===== config.mk =====
export PLATFORM = sky130hd
export DESIGN_NAME = pc_stack_unit
export DESIGN_NICKNAME = d
export VERILOG_FILES = /design/src/rtl/pc_pkg.sv /design/src/rtl/pc_ret_stack.sv /design/src/rtl/pc_stack_unit.sv
export SDC_FILE = /design/constraint.sdc
export NUM_CORES = 1
export LEC_CHECK = 0
export ABC_AREA = 1
export CORE_ASPECT_RATIO = 1.75
export CORE_UTILIZATION = 35
export DETAILED_ROUTE_END_ITERATION = 8
export PLACE_DENSITY = 0.66
export REMOVE_ABC_BUFFERS = 1
export SYNTH_ARGS = -nofsm -noshare
export SYNTH_HDL_FRONTEND = slang
export SYNTH_SLANG_ARGS = --single-unit

===== constraint.sdc =====
create_clock -name clk -period 4.4 [get_ports clk]
set_clock_uncertainty 0.1 [all_clocks]
set_input_delay 1.32 -clock clk [delete_from_list [all_inputs] [get_ports clk]]
set_output_delay 1.32 -clock clk [all_outputs]
set_load 0.01 [all_outputs]

===== src/rtl/pc_pkg.sv =====
// Shared definitions for the program-counter / return-stack unit:
// operation encodings and a width helper used by the divider.
package pc_pkg;

    typedef enum logic [2:0] {
        NEXT   = 3'd0,
        JUMP   = 3'd1,
        BRANCH = 3'd2,
        CALL   = 3'd3,
        RET    = 3'd4,
        HOLD   = 3'd5
    } pc_op_e;

    localparam int OP_W = 3;

    // Counter width that stays legal (>= 1 bit) for a modulus of 1.
    function automatic int cnt_width(input int modulus);
        return (modulus <= 1) ? 1 : $clog2(modulus);
    endfunction

endpackage


===== src/rtl/pc_ret_stack.sv =====
// LIFO return-address stack: one push or pop per cycle, occupancy flags
// derived from the registered pointer, top entry readable without latency.
module pc_ret_stack #(
    parameter int PC_W        = 8,
    parameter int STACK_DEPTH = 4
) (
    input  logic            clk,
    input  logic            rst,
    input  logic            push,
    input  logic            pop,
    input  logic [PC_W-1:0] din,
    output logic [PC_W-1:0] dout,
    output logic            full,
    output logic            empty
);

    localparam int PTR_W = $clog2(STACK_DEPTH);

    logic [PTR_W:0]   count_reg;
    logic [PC_W-1:0]  mem_reg [STACK_DEPTH];
    logic [PTR_W-1:0] wr_idx;
    logic [PTR_W-1:0] top_idx;
    logic             full_int;
    logic             empty_int;
    logic             do_push;
    logic             do_pop;

    assign wr_idx    = count_reg[PTR_W-1:0];
    assign top_idx   = wr_idx - PTR_W'(1);
    assign full_int  = (count_reg == (PTR_W+1)'(STACK_DEPTH));
    assign empty_int = (count_reg == '0);
    assign do_push   = rst && push && !full_int;
    assign do_pop    = rst && pop && !empty_int;

    always_ff @(posedge clk) begin
        if (!rst) begin
            count_reg <= '0;
        end else if (do_push) begin
            count_reg <= count_reg + 1'b1;
        end else if (do_pop) begin
            count_reg <= count_reg - 1'b1;
        end
    end

    // Contents are never cleared; only the pointer decides what is valid.
    for (genvar gi = 0; gi < STACK_DEPTH; gi++) begin : g_entry
        always_ff @(posedge clk) begin
            if (do_push && (wr_idx == PTR_W'(gi))) begin
                mem_reg[gi] <= din;
            end
        end
    end

    // The popped address must be usable in the same tick, so the top is read asynchronously.
    assign dout  = mem_reg[top_idx];
    assign full  = full_int;
    assign empty = empty_int;

endmodule


===== src/rtl/pc_stack_unit.sv =====
// Program counter with clock-enable divider and a call/return stack.
// Operations are sampled only in the tick cycle; all outputs are registered state.
module pc_stack_unit
    import pc_pkg::*;
#(
    parameter int PC_W        = 8,
    parameter int PC_INCR     = 1,
    parameter int DIV_CNT     = 4,
    parameter int STACK_DEPTH = 4
) (
    input  logic            clk,
    input  logic            rst,
    input  logic [OP_W-1:0] op,
    input  logic [PC_W-1:0] target,
    input  logic [PC_W-1:0] offset,
    input  logic            cond,
    output logic [PC_W-1:0] pc,
    output logic            tick,
    output logic            stack_empty,
    output logic            stack_full,
    output logic            err,
    output logic [PC_W-1:0] addr_led
);

    localparam int               CNT_W    = cnt_width(DIV_CNT);
    localparam logic [CNT_W-1:0] CNT_LAST = CNT_W'(DIV_CNT - 1);
    localparam logic [PC_W-1:0]  INCR     = PC_W'(PC_INCR);

    logic [CNT_W-1:0] cnt_reg;
    logic             tick_reg;
    logic [PC_W-1:0]  pc_reg;
    logic [PC_W-1:0]  pc_next;
    logic             err_reg;
    logic             err_next;
    logic [PC_W-1:0]  seq_pc;
    logic             push;
    logic             pop;
    logic [PC_W-1:0]  stk_dout;
    logic             stk_full;
    logic             stk_empty;

    assign seq_pc = pc_reg + INCR;

    // tick is registered off the terminal count so it is low in reset even
    // when DIV_CNT is 1, and the first tick lands DIV_CNT edges after release.
    always_ff @(posedge clk) begin
        if (!rst) begin
            cnt_reg  <= '0;
            tick_reg <= 1'b0;
            pc_reg   <= '0;
            err_reg  <= 1'b0;
        end else begin
            cnt_reg  <= (cnt_reg == CNT_LAST) ? '0 : cnt_reg + 1'b1;
            tick_reg <= (cnt_reg == CNT_LAST);
            if (tick_reg) begin
                pc_reg  <= pc_next;
                err_reg <= err_next;
            end
        end
    end

    always_comb begin
        pc_next  = pc_reg;
        err_next = err_reg;
        push     = 1'b0;
        pop      = 1'b0;
        case (op)
            NEXT:   pc_next = seq_pc;
            JUMP:   pc_next = target;
            BRANCH: pc_next = cond ? (pc_reg + offset) : seq_pc;
            CALL: begin
                if (stk_full) begin
                    err_next = 1'b1;
                end else begin
                    push    = tick_reg;
                    pc_next = target;
                end
            end
            RET: begin
                if (stk_empty) begin
                    err_next = 1'b1;
                end else begin
                    pop     = tick_reg;
                    pc_next = stk_dout;
                end
            end
            default: ;
        endcase
    end

    pc_ret_stack #(
        .PC_W        (PC_W),
        .STACK_DEPTH (STACK_DEPTH)
    ) u_ret_stack (
        .clk   (clk),
        .rst   (rst),
        .push  (push),
        .pop   (pop),
        .din   (seq_pc),
        .dout  (stk_dout),
        .full  (stk_full),
        .empty (stk_empty)
    );

    assign pc          = pc_reg;
    assign addr_led    = pc_reg;
    assign tick        = tick_reg;
    assign err         = err_reg;
    assign stack_empty = stk_empty;
    assign stack_full  = stk_full;

endmodule

# == After elaboration in Yosys (flattened, before gate mapping) ==
# Memory sizes are Yosys's and may differ from the RTL's.
# Cells that the tools add are included.
# totals
reg_bits,15
mem_bits_rw,32
input_bits,22
output_inout_bits,20
word_cells,78
mem_count,1
# op_classes
add_sub_neg,6
eq_ne,13
muxes,30
bitwise,1
n_reduce_logical,22
# mem_list
memory,words,word_bits,read_ports,rd_clocked_by_memory_dff,wr,line,rtl
u_ret_stack.mem_reg,4,8,1,0,1,pc_ret_stack.sv:20,logic [PC_W-1:0] mem_reg [STACK_DEPTH];
# op_table
operator,n
two-way mux 8 bit,6
one-hot mux 8 bit (5 select lines),1
OR reduction 8 bit,3
two-way mux 1 bit,17
adder 8 x 1 -> 8 bit (second input constant),1
adder 8 bit,1
logical AND 1 bit,8
AND reduction 4 bit,2
== test 2 bit (second input constant),3
== test 3 x 2 -> 1 bit (second input constant),2
== test 3 bit (second input constant),2
zero test 3 bit,2
two-way mux 2 bit,3
two-way mux 3 bit,2
nonzero test 5 bit,1
inequality test 2 x 1 -> 1 bit (second input constant),2
inequality test 2 bit (second input constant),2
nonzero test 2 bit,2
adder 3 x 1 -> 3 bit (second input constant),1
== test 3 x 1 -> 1 bit (second input constant),1
subtractor 3 x 1 -> 3 bit (second input constant),1
adder 2 x 1 -> 2 bit (second input constant),1
== test 2 x 1 -> 1 bit (second input constant),1
zero test 1 bit,2
5 further kinds,5

# == Depth between registers and ports, before layout ==
# Gate-level depths: netlist of the first run.
# logic_depth
depth_word,12
depth_mapped,13

# == Modules after synthesis ==
# Synthesis of the first run repeated with hierarchy kept, for this count alone.
# unflattened
cells_unflattened,333
hier_area_um2,2771.4
# modules_own_cells
module,n_inst,cells_each,area_per_inst_um2,seq_area_each_um2
pc_ret_stack,1,117,1452.6,1021.0
pc_stack_unit,1,216,1318.8,240.2

# == Worst setup path after synthesis of the first run ==
# OpenSTA, ideal clock, no wires.
# synth_timing
path_kind,input-to-reg
start,input rst
end,register u_ret_stack.count_reg[2]
setup_ps,113
t_arrival_ps,2570
required_ps,4187
slack_ps,1617
path_stages,7
path_buffers,1
cell_sequence,clkbuf_1 -> nand4_1 -> fa_1 -> xor2_1 -> nand4_1 -> nor2_1 -> nor2_1
# synth_between
elab_chain_cells,3
word_cells_on_any_way,6
# synth_lines
item,line,rtl
start: declaration,pc_stack_unit.sv:12,"input logic rst,"
"logical AND 1 bit, on equally long branches (2 in series)","pc_ret_stack.sv:32, pc_ret_stack.sv:33",
two-way mux 3 bit / nonzero test 2 bit (equally long branches),--,
end signal: assignment,pc_ret_stack.sv:39,count_reg <= count_reg + 1'b1;
end signal: assignment,pc_ret_stack.sv:41,count_reg <= count_reg - 1'b1;
end: declaration,pc_ret_stack.sv:19,logic [PTR_W:0] count_reg;
# Several ways; a longest one is shown, not always the timed one.
# A chain may end at the register's enable or synchronous reset.

# == Worst setup path in the final report of the first run ==
# layout_timing
start,register u_ret_stack.count_reg[0]
end,output stack_full
# layout_between
elab_chain_cells,1
# layout_lines
item,line,rtl
== test 3 bit,pc_ret_stack.sv:30,assign full_int = (count_reg == (PTR_W+1)'(STACK_DEPTH));
end: declaration,pc_stack_unit.sv:20,"output logic stack_full,"
# No other way between the ends.

==> results.ini, run 1 <==
[outcome]
status = finished clean

[worst_setup_path]
crit_path_end = stack_full
endpoint_kind = output pin
path_max_fanout = 20
r2r_end = u_ret_stack.count_reg[2]$_SDFFE_PN0P_
required_ns = 2.98
r2r_setup_slack_ns = 1.92
startpoint = u_ret_stack.count_reg[0]$_SDFFE_PN0P_
worst_r2r_path_depth = 11
critPathKind = reg2out
crit_arrival_ns = 2.00
r2r_start = u_ret_stack.count_reg[0]$_SDFFE_PN0P_
start_kind = flip-flop

[cts]
htree_levels = 2
cts.clk_slew.worst_paths_ns = 0.07
root_buffer = clkbuf_16
cts.sinks = 47
cts_buffers = 5
cts_buffer_depth = 2
hold_buffers = 0
cts_tree = done
post_cts_buffers = 0
clk_latency_ns = 0.29
ctsResizeCount = 0

[min_path]
min_path_cells = 1
min_path_type = reg2reg

[drt]
drt_pass1_iterations = 4
vias_per_cell = 4.959
vias = 2390
dr.first_iter.drc_count = 123
drtAntennaViolNets = 0
drt-wirelength-per-cell_um = 14.36
drt-total-wl_um = 6920
drc_errors = 0

[layout]
fin_nets = 428
drive_gt1_frac = 0.08673
fillers = 790
diodes = 0
syn_to_final_growth_pct = 22.98
largest_reg_flops = 32
design_area_um2 = 3488

[placed_design]
hpwl_um = 5366
gp_congestion = 0.8728
portBuffers = 41
placed_area_um2 = 3292

[synthesis]
synth_ff_type = edfxtp_1
synth.area.top_cells = edfxtp_1 (34%), nand2_1 (13%), dfxtp_1 (11%)
synth_cell_types = 37
synthArstFlopShare = 0
synth.largest_area_cell = edfxtp_1
synth_edf_count = 32
yosysWarnings = 0
synth_seq_cells = 47
synth.yosys.seq_area_share = 0.4446
syn_inst = 353
yosys.area.top_type_share = 0.3388
synth_area_per_cell_um2 = 8.035
syn_area_um2 = 2836

[timing]
setup_viol = 0
clock.fmax_ghz = 0.2920
max_slew_margin = 0.7121
fin_tns_setup_ns = 0
rsz0062_at_grt = false
worst_pin_slew_ns = 0.4305
hold_viol = 0
finalCritPeriodShare = 0.7783
drv_slew = 0
min_period_ns = 3.424

[floorplanning]
core_area_um2 = 7909
fp.dieH_um = 121.1
io_pins = 42
placementRows = 43
die-width_um = 70.05
die_area_um2 = 8482
initial_core_util = 0.3586

[global_route]
first_global_vias = 2364
grt_overflow = 0
grt_use_total = 0.1762
grt_pass1_wl_um = 11400
grt_max_degree = 21
antenna_found_initial = 0

[power_and_ir_drop]
ir_drop_mv = 0.1631
power.density_nw_per_um2 = 304.5
p_leak_nw = 1.496

[run]
cap_violations = 0

==> area by class of cell <==
| class | instances | area (um2) | share of cell area |
|---|---|---|---|
| multi-input cells | 242 | 1284 | 0.3680 |
| flip-flops and latches | 47 | 1261 | 0.3615 |
| repair buffers | 46 | 447.9 | 0.1284 |
| inverters | 49 | 186.4 | 0.05344 |
| clock buffers | 5 | 125.1 | 0.03587 |
| well taps | 90 | 112.6 | 0.03228 |
| clock inverters | 3 | 71.32 | 0.02044 |
==> metrics by stage <==
stage	util	std cells	hold WS, ns	power (mW)	worst slack, ns
6_report	0.4411	482	0.3346	1.062	0.9755
5_1_grt	0.4411	482	0.3694	1.094	0.8290
4_1_cts	0.4411	482	0.3357	1.070	0.9526
3_5_place_dp	0.4162	474	0.3263	0.5721	0.8940
3_3_place_gp	0.4162	474	0.3164	0.5714	0.9689
2_1_floorplan	-	338	0.3084	0.5302	1.637
==> synth_stat cells (4+ instances only) <==
cell / count
nand2_1: 99
a21oi_1: 26
buf_4: 10
inv_2: 8
nor2_1: 24
ha_1: 13
nand3_1: 22
edfxtp_1: 32
nand4_1: 4
inv_1: 40
o21ai_0: 16
dfxtp_1: 15
==> logic make-up (layout without fill, tap and decap cells) <==
group	Yosys count	count (layout)	share of synthesized area
and+or+nand+nor	167	167	0.2607
buffers and inverters	64	103	0.1028
AOI/OAI and AO/OA	57	57	0.1112
DFF	47	47	0.4446
adders and majority gates	15	15	0.07146
xor gates and xnor gates	3	3	0.009265
==> placed cells by master (no fill, tap or decap), drive strengths merged, types with 13 or more instances in the layout <==
| cell | instances |
|---|---|
| edfxtp | 32 |
| nand2 | 103 |
| o21ai | 19 |
| inv | 50 |
| a21oi | 27 |
| clkdlybuf4s50 | 41 |
| nor2 | 26 |
| ha | 13 |
| dfxtp | 15 |
| nand3 | 26 |
==> metal layers <==
layer	wire length, um	part of all wire	track usage	vias up
met2	3949	0.57	0.3468	47
met3	179	0.026	0.02575	15
met1	2540	0.37	0.1704	1104
met5	0	0	0	-
met4	250	0.036	0.09500	0
li1	-	-	-	1224
==> critical path: stages, from the launching register on <==
cell and delay [ns]:
dfxtp_1 0.30, buf_4 0.21, inv_4 0.20, ha_1 0.26
nand2_1 0.11, inv_1 0.10, clkdlybuf4s50_1 0.54
==> report_power, final <==
group | switching [mW] | total, mW | internal [mW]
registers | 0.00353 | 0.475 | 0.471
clock network | 0.170 | 0.500 | 0.329
logic | 0.0476 | 0.0878 | 0.0402
total | 0.222 | 1.06 | 0.841
==> how the worst min path moves through the flow <==
stage / from / end / slack [ns]
floorplan: cnt_reg[0]$_SDFF_PP0_ / cnt_reg[0]$_SDFF_PP0_ / 0.31
global placement: cnt_reg[0]$_SDFF_PP0_ / cnt_reg[0]$_SDFF_PP0_ / 0.32
detailed placement: cnt_reg[0]$_SDFF_PP0_ / cnt_reg[0]$_SDFF_PP0_ / 0.33
CTS: cnt_reg[0]$_SDFF_PP0_ / cnt_reg[0]$_SDFF_PP0_ / 0.34
global route: cnt_reg[0]$_SDFF_PP0_ / cnt_reg[0]$_SDFF_PP0_ / 0.37
finish: cnt_reg[0]$_SDFF_PP0_ / cnt_reg[0]$_SDFF_PP0_ / 0.33
Power figures use the tool's default switching activity.
==> run 2, diff against run 1 <==
- clock period: 4.4 -> 3.2 ns (I/O delays scaled with it)
==> run 2 against run 1 <==
Compared with the run above: count of clock-buffer cells in the layout unchanged; die area stayed put; critical path depth decreased by 1; highest routed layer unchanged.
==> results.ini, run 2 (synthesis results as in run 1) <==
[cts]
cts.clk_slew.worst_paths_ns = 0.06  ; about the same
clk_latency_ns = 0.29  ; about the same
root_buffer = clkbuf_16
cts_tree = done
hold_buffers = 0  ; unchanged
cts_buffer_depth = 2  ; unchanged
cts_buffers = 5  ; unchanged
htree_levels = 2  ; unchanged
post_cts_buffers = 0  ; unchanged
ctsResizeCount = 0  ; unchanged
cts.sinks = 47  ; unchanged

[global_route]
first_global_vias = 2434  ; +3.0%
grt_overflow = 0  ; unchanged
antenna_found_initial = 0  ; unchanged
use_met1 = 0.1637  ; -0.006726
grt_use_met3 = 0.02658  ; +0.0008306
busiest_layer = met2
grt_pass1_wl_um = 11360  ; -0.36%
use_met2 = 0.3413  ; -0.005409
grt_max_degree = 21  ; unchanged
grt_use_total = 0.1741  ; -0.002042

[drt]
drt_pass1_iterations = 4  ; unchanged
dr.first_iter.drc_count = 96  ; -22%
vias = 2401  ; +0.46%
drc_errors = 0  ; unchanged
drt-total-wl_um = 6941  ; +0.30%
drtAntennaViolNets = 0  ; unchanged
drt-wirelength-per-cell_um = 14.34  ; -0.11%
vias_per_cell = 4.961  ; about the same

[timing]
clock.fmax_ghz = 0.3503
setup_viol = 0  ; unchanged
rsz0062_at_grt = false
finalCritPeriodShare = 0.8920
fin_tns_setup_ns = 0  ; unchanged
min_period_ns = 2.854
worst_pin_slew_ns = 0.4116  ; -0.01884 ns
drv_slew = 0  ; unchanged
max_slew_margin = 0.7247  ; +0.01260
hold_viol = 0  ; unchanged

[min_path]
min_path_type = reg2reg

[layout]
fillers = 762  ; -3.5%
fin_nets = 430  ; +0.47%
final_common_cell = nand2_1
diodes = 0  ; unchanged
largest_reg_flops = 32  ; unchanged
layout_common_cells = nand2_1 (99), clkdlybuf4s50_1 (41), inv_1 (40)
syn_to_final_growth_pct = 21.66
drive_gt1_frac = 0.09137  ; +0.004636

[worst_setup_path]
critPathKind = reg2out
endpoint_kind = output pin
start_kind = flip-flop
crit_arrival_ns = 1.79  ; -0.21 ns
path_max_fanout = 20  ; unchanged
required_ns = 2.14  ; -0.84 ns

[power_and_ir_drop]
ir_drop_mv = 0.2109  ; +29%
internal_power_mw = 0.9933  ; +18%
p_sw_mw = 0.2905  ; +31%
p_clk_frac = 0.396  ; -0.075
combPwrFrac = 0.096  ; +0.013
pwr-share-seq = 0.508  ; +0.061
p_leak_nw = 1.483  ; -0.87%
swShare = 0.2263  ; +0.01771
power.density_nw_per_um2 = 372.0  ; +22%
total_power_mw = 1.284  ; +21%

[run]
cap_violations = 0  ; unchanged

[placed_design]
gp_congestion = 0.8398  ; -3.8%
portBuffers = 41  ; unchanged
hpwl_um = 5270  ; -1.8%

[floorplanning]
die_area_um2 = 8482  ; unchanged
io_pins = 42  ; unchanged
placementRows = 43  ; unchanged
fp.dieH_um = 121.1  ; unchanged
initial_core_util = 0.3586  ; unchanged
die-width_um = 70.05  ; unchanged
core_area_um2 = 7909  ; unchanged

[outcome]
status = finished clean

## run 2: cell types whose count changed in the layout (fill, tap and decap cells not counted)
cell       delta
bufinv_16     -2
clkinv_2      +2
buf_4         +2
inv_6         +1
inv_8         -1
## run 2: worst paths after layout
kind                                   end  cells past startpoint  slack (ns)                             startpoint
setup / recovery                stack_full                      5        0.35  u_ret_stack.count_reg[0]$_SDFFE_PN0P_
setup reg to reg  addr_led[4]$_SDFFE_PN0P_                      8        1.08  u_ret_stack.count_reg[1]$_SDFFE_PN0P_
hold / removal       cnt_reg[0]$_SDFF_PP0_                      1        0.34                  cnt_reg[0]$_SDFF_PP0_
hold reg to reg      cnt_reg[0]$_SDFF_PP0_                      1        0.34                  cnt_reg[0]$_SDFF_PP0_
## run 2: cell type report
cell class                 instances  area (um2)  share of cell area
timing repair buffer              48       462.9              0.1342
multi-input combinational        242        1284              0.3720
sequential                        47        1261              0.3655
clock inverter                     3       18.77            0.005439
inverter                          49       186.4             0.05402
clock buffer                       5       125.1             0.03626
tap                               90       112.6             0.03263
## run 2: per-layer routing
| metal | routed length (um) | part of all wire |
|---|---|---|
| met5 | 0 | 0 |
| met4 | 207 | 0.030 |
| met3 | 166 | 0.024 |
| met2 | 4011 | 0.58 |
| met1 | 2555 | 0.37 |
## run 2: power by group through the flow
stage / registers [mW] / logic (mW) / clock network [mW]
after global placement: 0.666 / 0.122 / 0
after CTS: 0.653 / 0.123 / 0.516
after floorplan: 0.667 / 0.0624 / 0
final: 0.653 / 0.123 / 0.508
after global routing: 0.653 / 0.137 / 0.539
after detailed placement: 0.666 / 0.122 / 0
## run 2: worst max-delay path, cell delays in order (launching register included)
cell             delay [ns]
dfxtp_1                0.33
inv_4                  0.17
ha_1                   0.25
nand2_1                0.11
inv_1                  0.10
clkdlybuf4s50_1        0.54
## run 2: through the flow
| step | cell area, um2 | hold slack (ns) | util | worst slack [ns] | std cells |
|---|---|---|---|---|---|
| 2_1_floorplan | 2731 | 0.3084 | - | 0.7973 | 338 |
| 3_3_place_gp | 3307 | 0.3176 | 0.4181 | 0.2560 | 476 |
| 3_5_place_dp | 3307 | 0.3293 | 0.4181 | 0.2194 | 476 |
| 4_1_cts | 3451 | 0.3387 | 0.4363 | 0.3135 | 484 |
| 5_1_grt | 3451 | 0.3640 | 0.4363 | 0.2037 | 484 |
| 6_report | 3451 | 0.3371 | 0.4363 | 0.3455 | 484 |
==> run 3, diff against run 2 <==
- GPL_TIMING_DRIVEN: unset -> 0
- PLACE_DENSITY: 0.66 -> 0.68
- RECOVER_POWER: unset -> 100
- clock period: 3.2 -> 2.5 ns (I/O delays scaled with it)
==> run 3 against run 2 <==
Compared with the run above: cell count decreased by 0.62%; sequential share of layout area decreased by 0.076 points; first-iteration DRC count decreased by 2.1%; via count increased by 1.8%; clock power increased by 28%; design area increased by 0.51%; critical path type is now in2reg; largest power group unchanged.
==> results.ini, run 3 (synthesis results as in run 1) <==
[worst_setup_path]
critPathKind = in2reg
r2r_setup_slack_ns = 0.35  ; -0.73 ns
endpoint_kind = flip-flop
required_ns = 2.62  ; +0.48 ns
worst_r2r_path_depth = 10  ; +2
r2r_end = u_ret_stack.count_reg[2]$_SDFFE_PN0P_
crit_arrival_ns = 2.54  ; +0.75 ns
startpoint = op[1]
path_max_fanout = 3  ; -85%
start_kind = input port
r2r_start = u_ret_stack.count_reg[1]$_SDFFE_PN0P_

[timing]
finalWorstSetupSlack_ns = 0.08151  ; -0.2640 ns
clock.fmax_ghz = 0.4135
whs_ns = 0.3359  ; -0.001251 ns
min_period_ns = 2.418
setup_viol = 0  ; unchanged
finalCritPeriodShare = 0.9674
rsz0062_at_grt = false
fin_tns_setup_ns = 0  ; unchanged
max_slew_margin = 0.6983  ; -0.02643
drv_slew = 0  ; unchanged
worst_pin_slew_ns = 0.4526  ; +0.04094 ns
hold_viol = 0  ; unchanged

[placed_design]
hpwl_um = 5094  ; -3.3%
gp_congestion = 0.7730  ; -8.0%
placed_area_um2 = 3254  ; -1.6%
portBuffers = 41  ; unchanged
dpl.cell_count = 469  ; -1.5%
place_ws_ns = -0.6047  ; -0.8240 ns

[power_and_ir_drop]
combPwrFrac = 0.094  ; -0.002
ir_drop_mv = 0.2630  ; +25%
p_clk_frac = 0.397  ; about the same
pwr-share-seq = 0.510  ; +0.002
total_power_mw = 1.637  ; +28%
p_leak_nw = 1.538  ; +3.7%
p_sw_mw = 0.3695  ; +27%
internal_power_mw = 1.268  ; +28%
power.density_nw_per_um2 = 472.1  ; +27%
swShare = 0.2257  ; -0.0006411

[global_route]
grt_max_degree = 15  ; -29%
antenna_found_initial = 0  ; unchanged
grt_pass1_wl_um = 11100  ; -2.2%
grt_overflow = 0  ; unchanged
grt_use_total = 0.1706  ; -0.003507
first_global_vias = 2376  ; -2.4%

[cts]
cts_buffers = 5  ; unchanged
cts_tree = done
hold_buffers = 0  ; unchanged
cts.sinks = 47  ; unchanged
cts_buffer_depth = 2  ; unchanged
root_buffer = clkbuf_16
clk_latency_ns = 0.29  ; about the same
htree_levels = 2  ; unchanged
cts.clk_slew.worst_paths_ns = 0.06  ; about the same

[layout]
largest_reg_flops = 32  ; unchanged
design_area_um2 = 3468  ; +0.51%
syn_to_final_growth_pct = 22.28
layout_common_cells = nand2_1 (99), inv_1 (42), edfxtp_1 (32)
final_common_cell = nand2_1
instances_no_fill = 481  ; -0.62%
fin_nets = 427  ; -0.70%
diodes = 0  ; unchanged
drive_gt1_frac = 0.09463  ; +0.003259
fillers = 795  ; +4.3%
final_core_util = 0.4385  ; +0.002215

[min_path]
min_path_cells = 1  ; unchanged
min_delay_worst_endpoint = cnt_reg[0]$_SDFF_PP0_
min_path_type = reg2reg
min_from = cnt_reg[0]$_SDFF_PP0_

[outcome]
status = finished clean

[drt]
drc_errors = 0  ; unchanged
dr.first_iter.drc_count = 94  ; -2.1%
drt_pass1_iterations = 4  ; unchanged
drt-wirelength-per-cell_um = 14.33  ; about the same
vias = 2445  ; +1.8%
drt-total-wl_um = 6893  ; -0.69%
vias_per_cell = 5.083  ; +2.5%
drtAntennaViolNets = 0  ; unchanged

[floorplanning]
core_area_um2 = 7909  ; unchanged
fp.dieH_um = 121.1  ; unchanged
io_pins = 42  ; unchanged
placementRows = 43  ; unchanged
die_area_um2 = 8482  ; unchanged
die-width_um = 70.05  ; unchanged
initial_core_util = 0.3586  ; unchanged

[run]
cap_violations = 0  ; unchanged

run 3: changes by cell type in the layout (fill, tap and decap cells not counted), sizes merged:
cell / before / now
dlygate4sd2: 0 / 5
clkdlybuf4s50: 41 / 17
dlymetal6s2s: 0 / 1
clkbuf: 5 / 8
clkinvlp: 0 / 1
dlygate4sd3: 0 / 18
buf: 7 / 2
clkinv: 2 / 0
run 3: worst max path at each step:
stage	endpoint	slack (ns)	depth (start not counted)
after floorplan	u_ret_stack.count_reg[2]$_SDFFE_PN0P_	0.11	9
after global placement	u_ret_stack.mem_reg[2][1]$_DFFE_PP_	-0.57	3
after detailed placement	u_ret_stack.mem_reg[3][1]$_DFFE_PP_	-0.60	3
after CTS	addr_led[2]$_SDFFE_PN0P_	0.006	11
after global routing	u_ret_stack.count_reg[2]$_SDFFE_PN0P_	0.008	10
final	u_ret_stack.count_reg[2]$_SDFFE_PN0P_	0.08	10
run 3: final cells by class:
cell class,instances,area [um2],share of cell area
multi-input cells,242,1326,0.3824
flip-flops and latches,47,1265,0.3647
repair inverters,1,6.256,0.001804
clock inverters,1,7.507,0.002164
clock buffers,7,132.6,0.03824
inverters,49,191.4,0.05519
repair buffers,44,426.7,0.1230
well taps,90,112.6,0.03247
run 3: power groups by stage:
stage	Clock (mW)	Combinational (mW)	Sequential, mW
finish	0.650	0.153	0.834
global route	0.681	0.170	0.835
CTS	0.651	0.155	0.835
detailed placement	0	0.154	0.853
global placement	0	0.152	0.852
floorplan	0	0.0799	0.853
run 3: repair_timing:
item / CTS / global route
resized for setup: 22 / 4
setup buffers: 2 / 1
setup endpoints to repair: 44 / 5
cloned: 1 / 0
pin swaps: 2 / 3
run 3: critical path, stage by stage:
cell	delay, ns
clkdlybuf4s50_1	0.52
inv_2	0.08
nor2_4	0.11
nand4_1	0.17
fa_2	0.40
xor2_1	0.16
nand4_1	0.12
nand2_1	0.10
nand2_1	0.05
nor2_1	0.09
run 3: layer usage:
layer	global-route usage	vias to the layer above	part of all wire
met5	0	-	0
met3	0.02658	6	0.042
met4	0.09875	0	0.014
met2	0.3305	72	0.58
li1	-	1228	-
met1	0.1658	1139	0.36
